### src/rtl/layer_output_act_interp.sv
// Output-layer activation stage: LUT address decode, LUT sample capture, interpolate/saturate.
// Define ACT_INTERP_EN for linear interpolation; otherwise S2 emits the LUT base (step activation).
module layer_output_act_interp #(
  parameter int IN_W   = 16,
  parameter int FRAC_W = 12,
  parameter int OUT_W  = 8
) (
  input  logic                    clk,
  input  logic                    rst,
  input  logic                    in_valid,
  output logic                    in_ready,
  input  logic        [IN_W-1:0]  in_data,
  output logic        [3:0]       lut_address,
  input  logic signed [7:0]       lut_base,
  input  logic signed [7:0]       lut_next,
  output logic                    out_valid,
  input  logic                    out_ready,
  output logic signed [OUT_W-1:0] out_data,
  output logic                    busy
);

  localparam int PW = 9 + FRAC_W + 1;
  localparam int RW = PW + 1;
  localparam logic signed [RW-1:0] SMAX = RW'(2**(OUT_W-1) - 1);
  localparam logic signed [RW-1:0] SMIN = RW'(-(2**(OUT_W-1)));

  logic                    stall;
  logic                    v0, v1;
  logic        [3:0]       addr0;
  logic        [FRAC_W-1:0] frac0;
  logic signed [7:0]       base1;
  logic signed [RW-1:0]    sum;
  logic signed [OUT_W-1:0] res;

  assign stall       = out_valid && !out_ready;
  assign in_ready    = !stall;
  assign lut_address = addr0;
  assign busy        = v0 | v1 | out_valid;

`ifdef ACT_INTERP_EN
  logic signed [7:0]        next1;
  logic        [FRAC_W-1:0] frac1;
  logic signed [8:0]        diff;
  logic signed [PW-1:0]     prod;
  logic signed [PW-1:0]     shifted;

  always_comb begin
    diff    = $signed({next1[7], next1}) - $signed({base1[7], base1});
    prod    = $signed({{(PW-9){diff[8]}}, diff}) * $signed({{(PW-FRAC_W){1'b0}}, frac1});
    shifted = prod >>> FRAC_W;
    sum     = $signed({{(RW-8){base1[7]}}, base1}) + $signed({shifted[PW-1], shifted});
  end

  always_ff @(posedge clk or posedge rst) begin
    if (rst) begin
      next1 <= '0;
      frac1 <= '0;
    end else if (!stall) begin
      next1 <= lut_next;
      frac1 <= frac0;
    end
  end
`else
  logic unused_step;
  assign unused_step = ^{lut_next, frac0};

  always_comb begin
    sum = $signed({{(RW-8){base1[7]}}, base1});
  end
`endif

  always_comb begin
    res = sum[OUT_W-1:0];
    if (sum > SMAX)      res = SMAX[OUT_W-1:0];
    else if (sum < SMIN) res = SMIN[OUT_W-1:0];
  end

  // S0 data loads only on acceptance so the LUT address stays put across bubbles and stalls
  always_ff @(posedge clk or posedge rst) begin
    if (rst) begin
      v0        <= 1'b0;
      addr0     <= '0;
      frac0     <= '0;
      v1        <= 1'b0;
      base1     <= '0;
      out_valid <= 1'b0;
      out_data  <= '0;
    end else if (!stall) begin
      v0 <= in_valid;
      if (in_valid) begin
        addr0 <= in_data[IN_W-1:FRAC_W];
        frac0 <= in_data[FRAC_W-1:0];
      end
      v1        <= v0;
      base1     <= lut_base;
      out_valid <= v1;
      if (v1) out_data <= res;
    end
  end

endmodule

### config.mk
export PLATFORM = sky130hd
export DESIGN_NAME = layer_output_act_interp
export DESIGN_NICKNAME = d
export VERILOG_FILES = /design/src/rtl/layer_output_act_interp.sv
export SDC_FILE = /design/constraint.sdc
export NUM_CORES = 1
export LEC_CHECK = 0
export CORE_MARGIN = 5
export CORE_UTILIZATION = 40
export DETAILED_ROUTE_END_ITERATION = 7
export PLACE_DENSITY = 0.83
export RECOVER_POWER = 100
export SLEW_MARGIN = 20
export SYNTH_ARGS = -nofsm -noshare
export SYNTH_HDL_FRONTEND = slang
export SYNTH_SLANG_ARGS = --single-unit
### constraint.sdc
create_clock -name clk -period 2.4 [get_ports clk]
set_clock_uncertainty 0.2 [all_clocks]
set_input_delay 0.24 -clock clk [delete_from_list [all_inputs] [get_ports clk]]
set_output_delay 0.24 -clock clk [all_outputs]
set_load 0.05 [all_outputs]
==> summary.txt <==
Global route
  – Vias in the first global route: about 590
  – GRT overflow: 0
  – Grt met3 use: roughly 6.7%
  – Largest net degree at the start of global routing: 24
  – Global routing's busiest layer: met2
  – GRT Overall Usage: 10.6%
  – Antenna violations before repair: 0
  – First-pass GRT wire length: between 2 and 3 mm
  – Met2 usage: around 16%
  – GR Layer Usage met1: 12.2%

Logic synthesis
  – Synth top area share: roughly 63%
  – Net Count, Synth: 90
  – Post-synth top cells: 23 x dfrtp_1, 14 x mux2_2, 7 x mux2_4, 2 x inv_1, 2 x nand2b_1
  – Mapped cell area: between 900 and 1000 µm²
  – Most common cell in the netlist: dfrtp_1
  – Syn Area/Cell: approximately 17 µm²
  – Cell accounting for the most synthesized area: dfrtp_1
  – Flop and latch count out of synthesis: 23
  – Largest cells by area after synthesis: dfrtp_1 63%, mux2_2 17%, mux2_4 12%
  – EDFF count, synth: 0
  – Synth async-reset ratio: 100%
  – Synth Instances: 54
  – Ys flop type: dfrtp_1
  – Sequential-to-total area share from yosys stat: 63.2%
  – Synth Warn #: 0
  – Distinct cells, synth: 11

Power
  – Leak Pwr: between 0.5 and 0.6 nW
  – VDD IR-drop max: approximately 0.59 mV
  – Power density over cell area: between 1000 and 1500 nW/µm²
  – Power Total: 0.00154 W

Drt
  – Antenna viol nets, final: 0
  – DRT iter0 DRCs: 12
  – DRC: 0
  – Via/cell ratio: roughly 4.7
  – Via count: roughly 540
  – Routed Wire Length: 1.59 mm
  – Drt first pass iters: 3
  – DR WL/cell: about 14 µm

Timing
  – Final Hold Fails: 0
  – Final slew viol count: 0
  – WHS: between 0.2 and 0.3 ns
  – RSZ-0062 raised after global routing: false
  – Slew headroom: approximately 46%
  – Fin crit share: between 90 and 100%
  – Slew @ Worst Pin: slightly above 0.8 ns
  – Fmax: ~0.45 GHz
  – Final Setup Violations: 0
  – Setup TNS: 0 ns
  – Crit path time final: between 2 and 2.5 ns

Clocking
  – CTS tree: built
  – Worst-skew pair later-pin latency: 0.30 ns
  – Postcts setup bufs: 0
  – Clock Pin Slew Worst Setup and Hold Paths: 0.11 ns
  – H-tree levels: 1
  – CTS Hold Bufs: 0
  – Root buf cell: clkbuf_4
  – Clock Tree Buf Depth: 2
  – Post-cts resize count: 0
  – Clock sink total: 23
  – CTS Buf Count: 3

Layout
  – Post-route cell area: 1210 µm²
  – Fillers: 189
  – Finished Layout Cells: around 120
  – Layout cells sized above 1: 21.8%
  – Combined area of the multi-input logic cells: between 200 and 300 µm²
  – Syn-to-layout area delta: 33.4%
  – Seq. cell area: approximately 580 µm²
  – Layout Nets: approximately 120
  – # diodes: 0

Run status
  – Status: finished clean

Place
  – Placed cell area: around 1200 µm²
  – Placed instance count: 111
  – PortBufs: 30
  – Placer Congestion: 0.767

Critical path
  – Critical Path End Type: output pin
  – Crit Path Category: reg -> out
  – Startpoint Class: register
  – Worst Path Required: 1.96 ns
  – Worst-path fanout max: 3
  – Data arrival time of the critical path: 1.78 ns
  – CP max stage delay: ~0.7 ns
  – CP max stage cell: clkdlybuf4s50_1
  – Crit-path cells: or3_1 -> clkdlybuf4s50_1

Floorplanning
  – Core Region: ~2200 µm²
  – Row count: 17
  – Starting Density: ~42%
  – DIE WIDTH: 57.7 µm
  – Io pins: 51
  – Die ar.: between 3000 and 4000 µm²
  – Die span in y: just under 60 µm

Run
  – Max-cap viol count: 0

Worst hold path
  – Worst min path class: reg -> reg
-- flip-flops by register name (all words and copies together) (netlist names) --
register and cells:
base1 8, lut_address 4, out_data 8, out_valid 1, v0 1, v1 1
-- critical path: cells and delay by family (launching register included) --
kind | cells | cell delay, ns
DFF | 1 | 0.41
and+or+nand+nor | 1 | 0.37
buffers and inverters | 1 | 0.71
-- layout by cell type (no fill, tap or decap), drive strengths merged --
cell	Yosys	routed
nand2	2	2
nand2b	2	2
dlygate4sd3	0	14
clkdlybuf4s50	0	15
o21ai	1	1
dfrtp	23	23
mux2	21	21
clkbuf	0	6
or3	1	1
inv	2	2
-- final cells by class --
class                      instances  area share, %
multi-input combinational         27           22.3
clock buffer                       4           2.16
sequential                        23           47.4
timing repair buffer              31           24.6
inverter                           2          0.618
tap                               28           2.88
-- power by group --
| part | switching (W) | internal (W) | total (W) |
|---|---|---|---|
| Combinational | 0.000508 | 0.000285 | 0.000793 |
| Sequential | 0.0000607 | 0.000521 | 0.000582 |
| Clock | 0.000104 | 0.0000648 | 0.000168 |
-- metrics by stage --
step | setup WS, ns | util [%]
after floorplan | 0.715 | -
final | 0.176 | 55.5
after CTS | 0.142 | 57.5
after global routing | 0.0824 | 55.5
after detailed placement | 0.398 | 56.3
after global placement | 0.435 | 56.3
-- per-layer routing --
layer  vias up  share of wire, %
li1        250                 -
met1       264                42
met2        25                47
met3         2               9.8
met4         0              0.88
met5         -                 0
-- logic make-up after synthesis --
logic type      share of synthesized area [%]
simple gates                             3.16
flops                                    63.2
buf+inv                                  4.26
compound gates                          0.549
mux                                      28.8
-- final timing paths --
check	start	end	slack [ns]	cells after the start
worst max-delay path	out_valid$_DFFE_PP0N_	busy	0.18	2
worst min-delay path	base1[2]$_DFFE_PP0N_	base1[2]$_DFFE_PP0N_	0.30	1
worst max register to register	out_valid$_DFFE_PP0N_	base1[6]$_DFFE_PP0N_	0.65	3
worst min register to register	base1[2]$_DFFE_PP0N_	base1[2]$_DFFE_PP0N_	0.30	1
max in group asynchronous	rst	lut_address[3]$_DFFE_PP0P_	1.17	2
min in group asynchronous	rst	out_data[7]$_DFFE_PP0P_	0.33	2
Note: power is estimated with default switching activity, not from simulation.
